## src/rtl/decode_pkg.sv

```systemverilog
// decode_pkg: opcode/func codes, ALU op enum, class bit indices and the decoded bundle type
package decode_pkg;
  localparam logic [5:0] OP_R   = 6'b000000;
  localparam logic [5:0] OP_LW  = 6'b100011;
  localparam logic [5:0] OP_SW  = 6'b101011;
  localparam logic [5:0] F_ADD  = 6'b100000;
  localparam logic [5:0] F_SUB  = 6'b100010;
  localparam logic [5:0] F_SLTU = 6'b101011;
  localparam logic [5:0] F_SLLV = 6'b000100;
  localparam int CLS_R  = 4;
  localparam int CLS_I  = 3;
  localparam int CLS_J  = 2;
  localparam int CLS_LD = 1;
  localparam int CLS_ST = 0;
  typedef enum logic [2:0] {
    ALU_AND  = 3'b000,
    ALU_OR   = 3'b001,
    ALU_XOR  = 3'b010,
    ALU_NOR  = 3'b011,
    ALU_ADD  = 3'b100,
    ALU_SUB  = 3'b101,
    ALU_SLTU = 3'b110,
    ALU_SLLV = 3'b111
  } alu_op_e;
  typedef struct packed {
    logic [4:0]  rs;
    logic [4:0]  rt;
    logic [4:0]  wr;
    logic [15:0] imm;
    logic        zext;
    logic        rd_rt;
    alu_op_e     alu_op;
    logic [4:0]  cls;
    logic        cond;
    logic        illegal;
  } decoded_t;
endpackage

```

## src/rtl/decode_comb.sv

```systemverilog
// decode_comb: combinational decode of inst (32b) into decoded_t d (fields, class, alu op, imm, illegal)
module decode_comb
  import decode_pkg::*;
(
  input  logic [31:0] inst,
  output decoded_t    d
);
  logic [5:0] op, fn;
  logic is_r, is_ld, is_st, is_j, is_br, is_ia, is_i, r_ok;
  alu_op_e r_op, i_op;
  assign op = inst[31:26];
  assign fn = inst[5:0];
  assign is_r = op == OP_R;
  assign is_ld = op == OP_LW;
  assign is_st = op == OP_SW;
  assign is_j = op[5:1] == 5'b00001;
  assign is_br = op[5:1] == 5'b00010;
  assign is_ia = op[5:3] == 3'b001;
  assign is_i = is_ia | is_br | is_ld | is_st;
  assign i_op = op[2] ? alu_op_e'({1'b0, op[1:0]}) : op[1:0] == 2'b00 ? ALU_ADD :
                op[1:0] == 2'b11 ? ALU_SLTU : ALU_AND;
  always_comb begin
    r_ok = 1'b1;
    r_op = ALU_AND;
    casez (fn)
      F_ADD:     r_op = ALU_ADD;
      F_SUB:     r_op = ALU_SUB;
      6'b1001??: r_op = alu_op_e'({1'b0, fn[1:0]});
      F_SLTU:    r_op = ALU_SLTU;
      F_SLLV:    r_op = ALU_SLLV;
      default:   r_ok = 1'b0;
    endcase
  end
  always_comb begin
    d = '0;
    d.rs = is_j ? 5'd0 : inst[25:21];
    d.rt = is_j ? 5'd0 : inst[20:16];
    d.wr = is_r ? inst[15:11] : (is_ia | is_ld) ? inst[20:16] : 5'd0;
    d.imm = is_i ? inst[15:0] : 16'd0;
    d.zext = is_ia & (op[2] | op[1:0] == 2'b11);
    d.rd_rt = is_r | is_st | is_br;
    d.alu_op = is_r ? r_op : is_ia ? i_op : is_br ? ALU_XOR : (is_ld | is_st) ? ALU_ADD : ALU_AND;
    d.cls = {is_r, is_i, is_j, is_ld, is_st};
    d.cond = is_br | is_j;
    d.illegal = !(is_r | is_i | is_j) | (is_r & !r_ok);
  end
endmodule

```

## src/rtl/decode_stage.sv

```systemverilog
// decode_stage: registered decode with valid/ready in (inst, in_pc) and out (out_*), flush, load scoreboard fed by wb_valid/wb_reg
module decode_stage
  import decode_pkg::*;
#(
  parameter int XLEN   = 32,
  parameter int NREG   = 32,
  parameter int RAW    = $clog2(NREG),
  parameter int MAX_LD = 4
) (
  input  logic            clk,
  input  logic            rst,
  input  logic            in_valid,
  output logic            in_ready,
  input  logic [31:0]     inst,
  input  logic [XLEN-1:0] in_pc,
  input  logic            flush,
  output logic            out_valid,
  input  logic            out_ready,
  output logic [XLEN-1:0] out_pc,
  output logic [RAW-1:0]  out_rs,
  output logic [RAW-1:0]  out_rt,
  output logic [RAW-1:0]  out_wr,
  output logic [XLEN-1:0] out_imm,
  output logic [2:0]      out_alu_op,
  output logic [4:0]      out_cls,
  output logic            out_cond,
  output logic            out_illegal,
  input  logic            wb_valid,
  input  logic [RAW-1:0]  wb_reg
);
  localparam int CW = $clog2(MAX_LD + 1);
  localparam logic [CW-1:0] CMAX = CW'(MAX_LD);
  decoded_t d;
  logic [NREG-1:0] sb;
  logic [CW-1:0] cnt;
  logic open, stall, fire, ld_set, wb_clr, dec;
  decode_comb u_comb (.inst(inst), .d(d));
  assign open = !out_valid | out_ready;
  // hazard looks at the scoreboard before this cycle's writeback clears it
  assign stall = in_valid & ((sb[d.rs] & d.rs != 0) | (sb[d.rt] & d.rt != 0 & d.rd_rt) |
                             (d.cls[CLS_LD] & cnt == CMAX));
  assign in_ready = open & !stall & !flush & !rst;
  assign fire = in_valid & in_ready;
  assign ld_set = fire & d.cls[CLS_LD] & d.rt != 0;
  assign wb_clr = wb_valid & wb_reg != 0;
  assign dec = wb_clr & cnt != 0;
  always_ff @(posedge clk) begin
    if (rst) begin
      out_valid <= 1'b0;
      out_pc <= '0;
      out_rs <= '0;
      out_rt <= '0;
      out_wr <= '0;
      out_imm <= '0;
      out_alu_op <= '0;
      out_cls <= '0;
      out_cond <= 1'b0;
      out_illegal <= 1'b0;
      sb <= '0;
      cnt <= '0;
    end else begin
      if (flush) out_valid <= 1'b0;
      else if (open) out_valid <= fire;
      if (fire) begin
        out_pc <= in_pc;
        out_rs <= d.rs;
        out_rt <= d.rt;
        out_wr <= d.wr;
        out_imm <= d.zext ? {{(XLEN-16){1'b0}}, d.imm} : {{(XLEN-16){d.imm[15]}}, d.imm};
        out_alu_op <= d.alu_op;
        out_cls <= d.cls;
        out_cond <= d.cond;
        out_illegal <= d.illegal;
      end
      // set after clear so a new load to the same register keeps its bit
      if (wb_clr) sb[wb_reg] <= 1'b0;
      if (ld_set) sb[d.rt] <= 1'b1;
      cnt <= cnt + CW'(ld_set) - CW'(dec);
    end
  end
endmodule

```

## config.mk

```make
export PLATFORM = sky130hd
export DESIGN_NAME = decode_stage
export DESIGN_NICKNAME = d
export VERILOG_FILES = /design/src/rtl/decode_pkg.sv /design/src/rtl/decode_comb.sv /design/src/rtl/decode_stage.sv
export SDC_FILE = /design/constraint.sdc
export NUM_CORES = 1
export LEC_CHECK = 0
export ABC_CLOCK_PERIOD_IN_PS = 5500
export CAP_MARGIN = 30
export CORE_MARGIN = 4
export CORE_UTILIZATION = 48
export DETAILED_ROUTE_END_ITERATION = 6
export PLACE_DENSITY = 0.8
export SETUP_SLACK_MARGIN = 0.05
export SLEW_MARGIN = 20
export SYNTH_ARGS = -nofsm -noshare
export SYNTH_HDL_FRONTEND = slang
export SYNTH_SLANG_ARGS = --single-unit
```

## constraint.sdc

```tcl
create_clock -name clk -period 5.5 [get_ports clk]
set_clock_uncertainty 0.1 [all_clocks]
set_input_delay 0.825 -clock clk [delete_from_list [all_inputs] [get_ports clk]]
set_output_delay 0.825 -clock clk [all_outputs]
set_load 0.05 [all_outputs]
```

==> metrics.md <==
| Metric | Value |
|---|---|
| Largest net degree at the start of global routing | `62` |
| Non-Filler Instances | `938` |
| Post-cts sizing count | `0` |
| Critical path arrival | `4.84 ns` |
| Hold WC Path Type | `flip-flop to flip-flop` |
| Initial core utilization | `50.04%` |
| Max-Cap Viols | `0` |
| Number of global-route vias before repair | `5681` |
| Worst Setup Path Type | `input pin to flip-flop` |
| Wire length per cell | `19.52 um` |
| Most used DFF post-synth | `dfxtp_1` |
| Final Cycle Share | `85.70%` |
| Post-Synthesis Cell Area | `5812 um2` |
| Failing checks | `design-rule violations` |
| P_leak | `2.994 nW` |
| Final non-filler cell area | `7809 um2` |
| Num CTS Buffers | `9` |
| Layer with the highest usage | `met2` |
| Avg Vias per Cell | `6.036` |
| Commonest non-fill, non-tap cell in the layout | `clkdlybuf4s50_1` |
| Least-Margin Pin Slew | `0.7006 ns` |
| CTS Hold Bufs | `0` |
| Gpl congestion | `0.9973` |
| Synth warn | `0` |
| Nets | `870` |
| Clk Latency, worst-skew pair | `0.36 ns` |
| Placed cell area | `7508 um2` |
| Worst vdd ir | `0.1733 mV` |
| M2 GR Usage | `42.22%` |
| # setup viols final | `0` |
| Hold Fails Final Rpt | `0` |
| DIE WIDTH | `118.0 um` |
| Top Ports | `166` |
| DRC | `5` |
| Most frequent cells in the layout | `clkdlybuf4s50_1, dfxtp_1, nand2_1` |
| DP Cell Count | `922` |
| Netlist cell types | `61` |
| CP Launch Type | `input pin` |
| Routed vias | `5662` |
| Total negative setup slack | `0 ns` |
| Met1 Track Usage GR | `31.53%` |
| Core Box Area | `11610 um2` |
| DIE AREA | `13930 um2` |
| Initial antenna violation count | `0` |
| Row count | `39` |
| IO buf count | `165` |
| CTS H-tree depth | `3` |
| Longest Clk Path Bufs | `2` |
| Die Y | `118.0 um` |
| ANT nets after route | `0` |
| Max-slew violations | `0` |
| Global-route usage over all layers | `25.97%` |
| Met3 Use GR | `8.986%` |
| Fraction of layout cells with a size suffix above 1 | `12.83%` |
| Grt ovf | `0` |
| Post-Route WL | `18310 um` |
| Area Growth Syn to Fin | `34.36%` |
| Flop and latch count out of synthesis | `110` |
| Sequential area share after synthesis | `37.89%` |
| DR pass1 iterations | `7` |
| Critical Path RT | `5.62 ns` |
| Min Tclk post-route | `4.713 ns` |
| Highest clock rate | `0.2122 GHz` |
| Overall Power | `1.949 mW` |
| Ys async rst share | `0%` |
| Antenna Cells | `0` |
| CTS tree | `done` |
| Clk slew on worst S/H paths | `0.07 ns` |
| Fill count | `939` |
| Post-synth EDFFs | `0` |
| Syn Area/Cell | `8.887 um2` |
| Power Dens Cells | `249.6 nW/um2` |
| Clock root buffer | `clkbuf_16` |
| Synthesized Nets | `734` |
| Dpl hpwl | `13760 um` |
| Max_slew headroom | `53.20%` |
| Clock Sinks | `110` |
| First-pass GRT wire length | `29500 um` |
| CP endpoint kind | `flip-flop` |
| Max FO, Critical Path | `10` |
| RSZ-0062 raised after global routing | `false` |
| Post-CTS setup buffer count | `0` |
| Synthesized instance count | `654` |
| Iteration-0 DRC Markers | `507` |
| Status | `complete, but fails checks` |
cells in the mapped netlist, types with 5 or more instances:
cell / instances / share of area [%]
dfxtp_1: 110 / 38
nand2_1: 76 / 4.9
nor2b_1: 44 / 4.7
nand3_1: 43 / 3.7
mux2_2: 40 / 7.8
mux2i_1: 39 / 6.7
clkbuf_1: 29 / 1.9
o31ai_1: 26 / 3.4
nor2_1: 21 / 1.4
o21ai_0: 19 / 1.6
a21oi_1: 17 / 1.5
buf_4: 17 / 2.2
inv_1: 15 / 0.97
a31oi_1: 13 / 1.4
o211ai_1: 13 / 1.7
buf_2: 11 / 0.95
a211oi_1: 10 / 1.3
nor4_1: 8 / 0.86
nand4_1: 7 / 0.75
a31o_2: 6 / 0.90
nor3_1: 6 / 0.52
a22oi_1: 5 / 0.65
and2_1: 5 / 0.54
nand2b_1: 5 / 0.54
nor3b_1: 5 / 0.65
flip-flops by register name, indices dropped and copies added, names as in the netlist, 3 cells and up:
signal,count
out_rs,5
out_imm,17
cnt,3
out_alu_op,3
out_cls,5
out_wr,5
out_rt,5
sb,32
out_pc,32
worst max-delay path, cell delays in order:
cell and delay (ns):
clkdlybuf4s50_1 0.59, nor4_4 0.39, and2_1 0.39, a221o_1 0.23, a311oi_1 0.13, or4_1 0.44, or3_1 0.41, o21bai_1 0.17
ha_1 0.30, inv_1 0.05, ha_1 0.13, inv_1 0.05, fa_1 0.36, xor2_1 0.17, xnor2_1 0.14, nor2_1 0.05
cell families (layout without fill, tap and decap cells):
kind of cell             after synthesis  in the layout  synth area share [%]
XOR/XNOR                               3              3                0.4522
adder cells (fa/ha/maj)                5              5                 1.206
flip-flops                           110            110                 37.89
AND/OR/NAND/NOR                      234            234                 20.71
AO/OA/AOI/OAI                        138            138                 16.64
multiplexers                          83             83                 16.02
buffers and inverters                 81            222                 7.082
layout make-up:
type | instances | area (um2) | share of cell area, %
Sequential cell | 110 | 2202 | 28.20
Multi-Input combinational cell | 463 | 3211 | 41.12
Clock buffer | 10 | 239.0 | 3.060
Inverter | 16 | 60.06 | 0.7691
Timing Repair Buffer | 190 | 1857 | 23.78
Tap cell | 143 | 178.9 | 2.291
Clock inverter | 6 | 61.31 | 0.7851
final timing paths:
path | start | to | slack, ns | cells after the start
worst max-delay path | inst[31] | cnt[2] | 0.79 | 16
worst min-delay path | out_cls[1] | out_cls[1] | 0.36 | 2
worst max register to register | sb[0] | cnt[2] | 1.86 | 14
worst min register to register | out_cls[1] | out_cls[1] | 0.36 | 2
metrics by stage:
stage          worst slack, ns  util (%)  hold slack [ns]
3_5_place_dp            0.4756     64.65           0.3552
2_1_floorplan           0.7922         -           0.3529
5_1_grt                 0.5695     67.24           0.3869
4_1_cts                 0.8215     67.24           0.3631
6_report                0.7866     67.24           0.3586
3_3_place_gp            0.5079     64.65           0.3445
power breakdown:
part	switching [mW]	internal, mW	total [mW]
sequential	0.0226	0.830	0.852
combinational	0.253	0.181	0.434
clock	0.299	0.364	0.663
total	0.574	1.38	1.95
routing by layer:
metal | vias to the layer above | share of wire (%) | routed length (um)
li1 | 2634 | - | -
met1 | 2667 | 40 | 7409
met2 | 322 | 46 | 8439
met3 | 39 | 11 | 2007
met4 | 0 | 2.5 | 449
met5 | - | 0 | 0
Power figures use the tool's default switching activity.
